<file path="config.mk">
export PLATFORM = sky130hd
export DESIGN_NAME = seg_hud_driver
export DESIGN_NICKNAME = d
export VERILOG_FILES = /design/src/rtl/hud_pkg.sv /design/src/rtl/bin_to_bcd_seq.sv /design/src/rtl/seg_hud_driver.sv
export SDC_FILE = /design/constraint.sdc
export NUM_CORES = 1
export LEC_CHECK = 0
export CAP_MARGIN = 40
export CORE_MARGIN = 5
export CORE_UTILIZATION = 33
export DETAILED_ROUTE_END_ITERATION = 10
export SYNTH_ARGS = -nofsm -noshare
export SYNTH_HDL_FRONTEND = slang
export SYNTH_SLANG_ARGS = --single-unit
</file>
<file path="constraint.sdc">
create_clock -name clk -period 2.5 [get_ports clk]
set_input_delay 0.375 -clock clk [delete_from_list [all_inputs] [get_ports clk]]
set_output_delay 0.375 -clock clk [all_outputs]
set_load 0.005 [all_outputs]
</file>
<file path="src/rtl/hud_pkg.sv">
// Shared segment encodings, display FSM states and the digit-to-segment lookup for the HUD.
package hud_pkg;

   typedef enum logic [7:0] {
      SEG_BLANK = 8'h00,
      SEG_0     = 8'hFC,
      SEG_1     = 8'h60,
      SEG_2     = 8'hDA,
      SEG_3     = 8'hF2,
      SEG_4     = 8'h66,
      SEG_5     = 8'hB6,
      SEG_6     = 8'hBE,
      SEG_7     = 8'hE0,
      SEG_8     = 8'hFE,
      SEG_9     = 8'hF6,
      SEG_L     = 8'h1C,
      SEG_E     = 8'h9E,
      SEG_N     = 8'h2A,
      SEG_D     = 8'h7A
   } seg_e;

   typedef enum logic [1:0] {
      NORMAL,
      BLINK,
      OVER
   } hud_state_e;

   // Anything outside 0..9 renders as an unlit digit.
   function automatic seg_e digit_to_seg(input logic [3:0] v);
      case (v)
         4'd0:    return SEG_0;
         4'd1:    return SEG_1;
         4'd2:    return SEG_2;
         4'd3:    return SEG_3;
         4'd4:    return SEG_4;
         4'd5:    return SEG_5;
         4'd6:    return SEG_6;
         4'd7:    return SEG_7;
         4'd8:    return SEG_8;
         4'd9:    return SEG_9;
         default: return SEG_BLANK;
      endcase
   endfunction

endpackage

</file>
<file path="src/rtl/bin_to_bcd_seq.sv">
// Iterative shift-add-3 binary to two-digit BCD for inputs 0..99; done pulses 7 cycles after start.
// A new start is accepted while idle or on the done cycle itself; tens/ones hold until the next done.
module bin_to_bcd_seq (
   input  logic       clk,
   input  logic       rst,
   input  logic       start,
   input  logic [6:0] bin,
   output logic       busy,
   output logic       done,
   output logic [3:0] tens,
   output logic [3:0] ones
);

   logic        busy_q, busy_d;
   logic [2:0]  step_q, step_d;
   logic [6:0]  bin_q, bin_d;
   logic [7:0]  acc_q, acc_d;
   logic [3:0]  tens_q, tens_d;
   logic [3:0]  ones_q, ones_d;
   logic [7:0]  adj;
   logic [14:0] shifted;

   always_comb begin
      adj = acc_q;
      if (adj[3:0] >= 4'd5) adj[3:0] = adj[3:0] + 4'd3;
      if (adj[7:4] >= 4'd5) adj[7:4] = adj[7:4] + 4'd3;
      shifted = {adj, bin_q} << 1;

      done   = busy_q && (step_q == 3'd6);
      busy_d = busy_q;
      step_d = step_q;
      bin_d  = bin_q;
      acc_d  = acc_q;
      tens_d = tens_q;
      ones_d = ones_q;

      if (busy_q) begin
         acc_d  = shifted[14:7];
         bin_d  = shifted[6:0];
         step_d = step_q + 3'd1;
      end
      if (done) begin
         busy_d = 1'b0;
         tens_d = shifted[14:11];
         ones_d = shifted[10:7];
      end
      // Restarting on the done cycle lets back-to-back values stream without a bubble.
      if (start && (!busy_q || done)) begin
         busy_d = 1'b1;
         step_d = 3'd0;
         acc_d  = 8'd0;
         bin_d  = bin;
      end
   end

   always_ff @(posedge clk) begin
      if (rst) begin
         busy_q <= 1'b0;
         step_q <= 3'd0;
         bin_q  <= 7'd0;
         acc_q  <= 8'd0;
         tens_q <= 4'd0;
         ones_q <= 4'd0;
      end else begin
         busy_q <= busy_d;
         step_q <= step_d;
         bin_q  <= bin_d;
         acc_q  <= acc_d;
         tens_q <= tens_d;
         ones_q <= ones_d;
      end
   end

   assign busy = busy_q;
   assign tens = tens_q;
   assign ones = ones_q;

endmodule

</file>
<file path="src/rtl/seg_hud_driver.sv">
// Multiplexes score, lives, a life-lost blink and an "End" screen onto a 4-digit seven-segment display.
// Outputs are registered and change once per dwell period; inputs are sampled every cycle, no backpressure.
module seg_hud_driver
   import hud_pkg::*;
#(
   parameter int clk_mhz       = 50,
   parameter int refresh_hz    = 1000,
   parameter int blink_hz      = 4,
   parameter int blink_toggles = 8,
   parameter int w_score       = 7,
   parameter int w_lifes       = 3,
   parameter int w_digit       = 4
) (
   input  logic               clk,
   input  logic               rst,
   input  logic [w_score-1:0] score,
   input  logic [w_lifes-1:0] n_lifes,
   input  logic               life_lost,
   input  logic               game_over,
   output logic [7:0]         abcdefgh,
   output logic [w_digit-1:0] digit
);

   localparam int unsigned DWELL = clk_mhz * 1_000_000 / refresh_hz;
   localparam int unsigned HALF  = clk_mhz * 1_000_000 / (2 * blink_hz);
   localparam int DW = (DWELL > 1) ? $clog2(DWELL) : 1;
   localparam int HW = (HALF > 1) ? $clog2(HALF) : 1;
   localparam int TW = $clog2(blink_toggles + 1);

   if (w_digit != 4) begin : g_digit_check
      $error("seg_hud_driver drives exactly 4 digits");
   end

   logic [DW-1:0] dwell_q, dwell_d;
   logic [1:0]    scan_q, scan_d, scan_nxt;
   logic [7:0]    seg_q, seg_d;
   logic [3:0]    dig_q, dig_d;
   logic          tick;
   seg_e          seg_nxt;

   hud_state_e    state_q, state_d;
   logic [HW-1:0] half_q, half_d;
   logic [TW-1:0] tog_q, tog_d;
   logic          phase_q, phase_d;

   logic [6:0]    sat_score, cap_q, cap_d;
   logic          conv_start, conv_busy, conv_done;
   logic [3:0]    tens, ones;

   // Converter only sees 0..99; a new value is latched whenever it can take one.
   always_comb begin
      sat_score  = (int'(score) > 99) ? 7'd99 : 7'(score);
      conv_start = (sat_score != cap_q) && (!conv_busy || conv_done);
      cap_d      = conv_start ? sat_score : cap_q;
   end

   bin_to_bcd_seq u_bcd (
      .clk   (clk),
      .rst   (rst),
      .start (conv_start),
      .bin   (sat_score),
      .busy  (conv_busy),
      .done  (conv_done),
      .tens  (tens),
      .ones  (ones)
   );

   // Pattern for the digit that becomes active on the next tick.
   always_comb begin
      scan_nxt = scan_q + 2'd1;
      seg_nxt  = SEG_BLANK;
      if (state_q == OVER) begin
         case (scan_nxt)
            2'd0:    seg_nxt = SEG_E;
            2'd1:    seg_nxt = SEG_N;
            2'd2:    seg_nxt = SEG_D;
            default: seg_nxt = SEG_BLANK;
         endcase
      end else begin
         case (scan_nxt)
            2'd0:    seg_nxt = SEG_L;
            2'd1:    seg_nxt = (state_q == BLINK && !phase_q) ? SEG_BLANK
                                                              : digit_to_seg(4'(n_lifes));
            2'd2:    seg_nxt = (tens == 4'd0) ? SEG_BLANK : digit_to_seg(tens);
            default: seg_nxt = digit_to_seg(ones);
         endcase
      end
   end

   always_comb begin
      tick    = (dwell_q == DW'(DWELL - 1));
      dwell_d = tick ? '0 : dwell_q + DW'(1);
      scan_d  = scan_q;
      seg_d   = seg_q;
      dig_d   = dig_q;
      if (tick) begin
         scan_d = scan_nxt;
         seg_d  = seg_nxt;
         case (scan_nxt)
            2'd0:    dig_d = 4'b1000;
            2'd1:    dig_d = 4'b0100;
            2'd2:    dig_d = 4'b0010;
            default: dig_d = 4'b0001;
         endcase
      end
   end

   always_comb begin
      state_d = state_q;
      half_d  = half_q;
      tog_d   = tog_q;
      phase_d = phase_q;
      case (state_q)
         NORMAL: begin
            if (life_lost) begin
               state_d = BLINK;
               half_d  = '0;
               tog_d   = TW'(blink_toggles);
               phase_d = 1'b0;
            end
         end
         BLINK: begin
            if (life_lost) begin
               half_d  = '0;
               tog_d   = TW'(blink_toggles);
               phase_d = 1'b0;
            end else if (half_q == HW'(HALF - 1)) begin
               half_d  = '0;
               phase_d = ~phase_q;
               tog_d   = tog_q - TW'(1);
               if (tog_q == TW'(1)) state_d = NORMAL;
            end else begin
               half_d = half_q + HW'(1);
            end
         end
         default: begin
            state_d = NORMAL;
            half_d  = '0;
            tog_d   = '0;
            phase_d = 1'b0;
         end
      endcase
      // game_over wins over everything, including a same-cycle life_lost.
      if (game_over) begin
         state_d = OVER;
         half_d  = '0;
         tog_d   = '0;
         phase_d = 1'b0;
      end
   end

   always_ff @(posedge clk) begin
      if (rst) begin
         dwell_q <= '0;
         scan_q  <= 2'd0;
         seg_q   <= 8'd0;
         dig_q   <= 4'd0;
         state_q <= NORMAL;
         half_q  <= '0;
         tog_q   <= '0;
         phase_q <= 1'b0;
         cap_q   <= 7'd0;
      end else begin
         dwell_q <= dwell_d;
         scan_q  <= scan_d;
         seg_q   <= seg_d;
         dig_q   <= dig_d;
         state_q <= state_d;
         half_q  <= half_d;
         tog_q   <= tog_d;
         phase_q <= phase_d;
         cap_q   <= cap_d;
      end
   end

   assign abcdefgh = seg_q;
   assign digit    = dig_q;

endmodule

</file>
==> results of run 1 <==
==> area by class of cell <==
cell class	instances	share of cell area, %
clock buffers	11	3.85
clock inverters	5	0.954
inverters	30	1.79
multi-input cells	466	47.5
flip-flops and latches	107	34.0
well taps	216	4.29
repair buffers	56	7.63
==> kinds of logic after synthesis <==
family	after synthesis
simple gates	250
compound gates	127
flops	107
buf+inv	54
xor+xnor	41
fa+ha+maj	32
mux	15
other cells	1
==> placed cells by master (no fill, tap or decap), types with 7 or more instances in the layout <==
cell	instances
dfxtp_1	107
clkbuf_16	9
buf_4	32
o21ai_0	23
inv_1	30
clkdlybuf4s50_1	24
nand2b_1	11
ha_1	32
or3_1	8
and3_1	9
a311oi_1	7
mux2i_1	15
nor2_1	92
nand4_1	17
o211ai_1	7
xor2_1	20
nand2_1	50
nand3_1	30
a21oi_1	36
xnor2_1	20
==> routing by layer <==
layer | vias up | part of all wire [%]
met5 | - | 0
met4 | 0 | 0.96
met3 | 8 | 4.1
met2 | 89 | 48
met1 | 2152 | 47
li1 | 2284 | -
==> power by group <==
group          switching [mW]  internal, mW  total [mW]
combinational           0.129         0.109       0.238
sequential             0.0236          1.73        1.75
clock                   0.624         0.808        1.43
==> final timing paths <==
| kind | startpoint | to | slack (ns) | cells after the start |
|---|---|---|---|---|
| worst max-delay path | u_bcd.acc_q[0]$_SDFFE_PP0P_ | register | 0.12 | 9 |
| worst min-delay path | phase_q$_SDFFE_PP0P_ | phase_q$_SDFFE_PP0P_ | 0.46 | 2 |
| worst max register to register | u_bcd.acc_q[0]$_SDFFE_PP0P_ | register | 0.12 | 9 |
| worst min register to register | phase_q$_SDFFE_PP0P_ | phase_q$_SDFFE_PP0P_ | 0.46 | 2 |
==> worst max-delay path, delay by kind of cell (launching register included) <==
kind / cells / cell delay (ns)
AO/OA/AOI/OAI: 4 / 0.96
AND/OR/NAND/NOR: 2 / 0.50
flip-flops: 1 / 0.44
adder cells (fa/ha/maj): 1 / 0.25
buffers and inverters: 2 / 0.14
==> per-stage QoR <==
stage                     power (mW)  util (%)  cells  setup TNS [ns]
after floorplan                 1.94         -    627               0
after global placement          2.02      37.7    875          -0.209
after detailed placement        2.03      37.7    875          -0.923
after CTS                       3.47      39.6    891               0
after global routing            3.57      39.8    891               0
final                           3.42      39.8    891               0
==> impl_results.md, run 1 <==
* Vias in the first global route at 4348
* Place WS at -0.146 ns
* Register area at 0.00214 mm2
* Num rows at 46
* Share of the synthesized area in the top cell type at 40.3%
* Peak supply drop at around 350 uV
* Post-synthesis cell type count at 60
* Post-synth EDFFs at 0
* Ranking of synthesized cells by area: dfxtp_1 40%, ha_1 7.5%, nor2_1 6.6%, a21oi_1 3.6%, nand2_1 3.5%
* # setup viols final at 0
* Slew Limit Headroom at 53.1%
* Main combinational cell family by area after synthesis: simple AND/OR/NAND/NOR gates
* Final Wtd Congestion at 0.808
* Met3 Use GR at around 2.8%
* Ant. Diodes at 0
* Min Tclk post-route at around 2.4 ns
* Slew Viols, Final at 0
* CTS max path bufs at 2
* Initial Utilization at 33.6%
* Total gr overflow at 0
* Fin. Hold Viols at 0
* Warnings from Yosys at 0
* Hpwl dp at 8550 um
* Met1 Use GR at 16.8%
* Setup CP Type: reg2reg
* Sink count of the clock tree at 107
* Via count at 4533
* Die Footprint at 0.0188 mm2
* Status: completed
* Area Overhead vs Synth at 18.3%
* Sequential area share after synthesis at slightly above 40%
* Leak Pwr at 2.29 nW
* Multi-input logic area at 0.00299 mm2
* CP Cell Sequence: inv_1 -> ha_1 -> or3b_2 -> a311o_1 -> inv_1 -> nand2_1 -> a21oi_1 -> o21ba_2 -> o22ai_1
* WL/cell at 13.1 um
* Final antenna-violating net count at 0
* Clock Root Buffer: clkbuf_16
* Initial antenna violation count at 0
* Synth cell count leaders: 107 x dfxtp_1, 93 x nor2_1, 50 x nand2_1
* Yosys reg bits at 107
* Core area at 0.0158 mm2
* CP max-delay cell: or3b_2
* Slowest stage delay, CP at roughly 0.45 ns
* Largest net degree at the start of global routing at 23
* Post-synthesis adder-cell area fraction at 7.52%
* Final Net Count at between 700 and 800
* Setup crit end kind: register
* Period Utilization, post-route at 95.0%
* Final instance area at 0.00630 mm2
* Most used cell, CP: inv_1
* Fmax at between 0.4 and 0.5 GHz
* Crit path DAT at approximately 2.6 ns
* Asr flop ratio synth at 0%
* Max FO, Critical Path at 5
* WP data required at between 2 and 3 ns
* Setup bufs post-CTS at 0
* Maxcap violations at 0
* Iteration-0 DRC Markers at 252
* Power per cell area at 544 mW/mm2
* Worst-Skew Late Latency at 0.34 ns
* H-tree depth at 3
* Worst Skew at 0.00827 ns
* Fillers at approximately 1.5k
* First-pass GRT wire length at 20100 um
* Worst hold path type: reg2reg
* M2 GR Usage at a little over a fifth
* GR peak layer: met2
* Post-cts sizing count at 0
* Slew @ Worst Pin at 0.703 ns
* Worst hold slack at 0.464 ns
* Ys flop type: dfxtp_1
* Mean area per synthesized cell at around 8.5 um2
* Most common cell in the netlist: dfxtp_1
* Remaining DRCs at 0
* XOR/XNOR share of the synthesized area at under 10%
* Syn_nets at 673
* Clock transition at the registers of the reported paths at 0.07 ns
* Port Buf Inserts at 24
* Hold_buf cts at 0
* Cell count after synthesis at 627
* Simple-Gate Fraction of Synth Area at between 20% and 30%
* Area leader, netlist: dfxtp_1
* CTS tree: yes
* Width of the die at 137 um
* DRT Pass-1 Iters at 4
* Die H at 137 um
* Final wirelength at 11700 um
* Proportion of synthesized area in mux cells at 2.82%
* CTS Buf Count at 9
* Final worst slack at 0.125 ns
* Type of origin of the critical path: register
* GRT Util Overall at 12.9%
* Share of layout cells above drive strength 1 at 9.33%
* Area after DPL at ~0.006 mm2
* Via-to-Cell Ratio at between 5 and 6
* RSZ-0062 raised after global routing: no
* Compound-gate portion of the synthesized area at 16.1%
* Mapped Area at between 0.005 and 0.006 mm2
* Ports at 26
No activity file was read; power rests on OpenSTA's default activity.
==> run 2, diff against run 1 <==
Settings changed: CORE_MARGIN 5 to 1, CORE_UTILIZATION 33 to 55, PLACE_DENSITY from default to 0.74.
==> impl_results.md, run 2 (synthesized netlist as in run 1, its figures left out) <==
* CTS tree: yes
* Area Overhead vs Synth at 14.8%
* Period Utilization, post-route at 93.9%
* Width of the die at 100 um
* Final Wtd Congestion at roughly 0.81
* Final antenna-violating net count at 0
* Final cell count without fillers at 800
* Initial Utilization at 57.0%
* Maxcap violations at 0
* Hpwl dp at ~7800 um
* Min Tclk post-route at 2.35 ns
* Worst hold path type: reg2reg
* Worst-Skew Late Latency at ~0.37 ns
* Commonest non-fill, non-tap cell in the layout: dfxtp_1
* Initial antenna violation count at 0
* Final wirelength at approximately 11000 um
* Core Util, Final at between 60% and 70%
* Crit path launch: u_bcd.acc_q[4]$_SDFFE_PP0P_
* Num rows at 35
* Type of origin of the critical path: register
* CP Cell Sequence: inv_1 -> ha_1 -> or3b_2 -> a311o_1 -> inv_1 -> nand2_1 -> a21oi_1 -> o21ba_2 -> o22ai_1
* Final Net Count at just over 700
* Commonest non-fill, non-tap cells in the layout: 107 x dfxtp_1, 92 x nor2_1, 50 x nand2_1
* Vias in the first global route at 4268
* Sink count of the clock tree at 107
* Ant. Diodes at 0
* Setup CP Type: reg2reg
* Share of layout cells above drive strength 1 at a little under a tenth
* Cells on Worst Hold Path at 1
* R2R setup slack at ~0.15 ns
* Worst Skew at between 0.007 and 0.008 ns
* # setup viols final at 0
* Setup TNS at 0 ns
* Clock transition at the registers of the reported paths at 0.09 ns
* Peak supply drop at between 400 and 500 uV
* Port Buf Inserts at 24
* Total gr overflow at 0
* Worst Reg2Reg Path Length in Cells at 9
* Slowest stage delay, CP at 0.45 ns
* Fmax at 0.426 GHz
* Clock Root Buffer: clkbuf_8
* Slew Viols, Final at 0
* Worst hold slack at about 0.46 ns
* Leak Pwr at 2.25 nW
* Slew @ Worst Pin at 0.694 ns
* Via count at 4501
* Hold_buf cts at 0
* Setup crit end kind: register
* Max FO, Critical Path at 5
* Iteration-0 DRC Markers at 224
* Power per cell area at 523 mW/mm2
* Remaining DRCs at 0
* Hold Startpoint: dwell_q[0]$_SDFF_PP0_
* Setup bufs post-CTS at 0
* First-pass GRT wire length at around 19000 um
* Reg2Reg Launch Point: u_bcd.acc_q[4]$_SDFFE_PP0P_
* DRT Pass-1 Iters at 5
* CP max-delay cell: dfxtp_1
* Crit path DAT at between 2 and 3 ns
* WP data required at 2.80 ns
* Via-to-Cell Ratio at about 5.6
* Largest net degree at the start of global routing at 47
* Placed cell count at between 700 and 800
* CTS max path bufs at 2
* Fin. Hold Viols at 0
* Core area at approximately 0.0093 mm2
* Ports at 26
* Slew Limit Headroom at between 50 and 60%
* GRT Util Overall at 23.0%
* CTS Buf Count at 9
* H-tree depth at 3
* Status: completed
* Die H at 100 um
* Die Footprint at a little over 0.01 mm2
* Most used cell, CP: inv_1
* WL/cell at 13.4 um
run 2: changes by cell type in the layout (fill, tap and decap cells not counted):
cell	previous run	this run
buf_12	0	1
clkinvlp_4	1	0
clkbuf_1	1	0
xnor2_2	1	2
bufinv_16	1	2
xnor2_1	20	19
clkinv_4	1	0
clkbuf_16	9	0
buf_4	32	27
inv_6	1	2
clkbuf_8	1	11
run 2: routing by layer:
metal | global-route usage, % | up-vias | part of all wire, %
met2 | 39.8 | 70 | 49
met1 | 28.9 | 2148 | 47
met5 | 0 | - | 0
met4 | 5.13 | 0 | 0.88
met3 | 5.57 | 9 | 3.3
li1 | - | 2274 | -
run 2: worst min path at each step:
stage,to,slack [ns]
after floorplan,dwell_q[0]$_SDFF_PP0_,0.43
after global placement,dwell_q[0]$_SDFF_PP0_,0.44
after detailed placement,dwell_q[0]$_SDFF_PP0_,0.45
after CTS,dwell_q[0]$_SDFF_PP0_,0.47
after global routing,u_bcd.ones[0]$_SDFFE_PP0N_,0.50
final,dwell_q[0]$_SDFF_PP0_,0.46
run 2: worst max-delay path: cells and delay by family, from the launching register on:
family                   cells  cell delay (ns)
adder cells (fa/ha/maj)      1             0.25
flip-flops                   1             0.45
buffers and inverters        2             0.15
AO/OA/AOI/OAI                4             0.93
AND/OR/NAND/NOR              2             0.50
run 2: report_power, final:
part           total, mW  leakage [nW]  internal (mW)  switching (mW)
Clock               1.21         0.120          0.625           0.586
Sequential          1.75         0.867           1.73          0.0234
Combinational      0.234          1.26          0.108           0.126
Total               3.20          2.25           2.46           0.736
run 2: cell type report:
| type | instances | area (um2) |
|---|---|---|
| clock buffers | 11 | 151 |
| clock inverters | 5 | 82.6 |
| fillers | 768 | 3220 |
| inverters | 30 | 113 |
| multi-input cells | 466 | 3000 |
| flip-flops and latches | 107 | 2140 |
| well taps | 129 | 161 |
| repair buffers | 52 | 463 |
run 2: per-stage QoR:
step	setup slack, ns	total power [mW]	area (um2)
final	0.152	3.20	6110
after global routing	-0.000840	3.34	6110
after CTS	0.0863	3.22	6080
after detailed placement	-0.122	2.02	5850
after global placement	-0.0583	2.01	5850
after floorplan	0.269	1.94	5320
run 2: what timing repair did:
| action | CTS | global route |
|---|---|---|
| resized for setup | 0 | 6 |
| setup endpoints to repair | 0 | 11 |
| hold endpoints to repair | 0 | 0 |
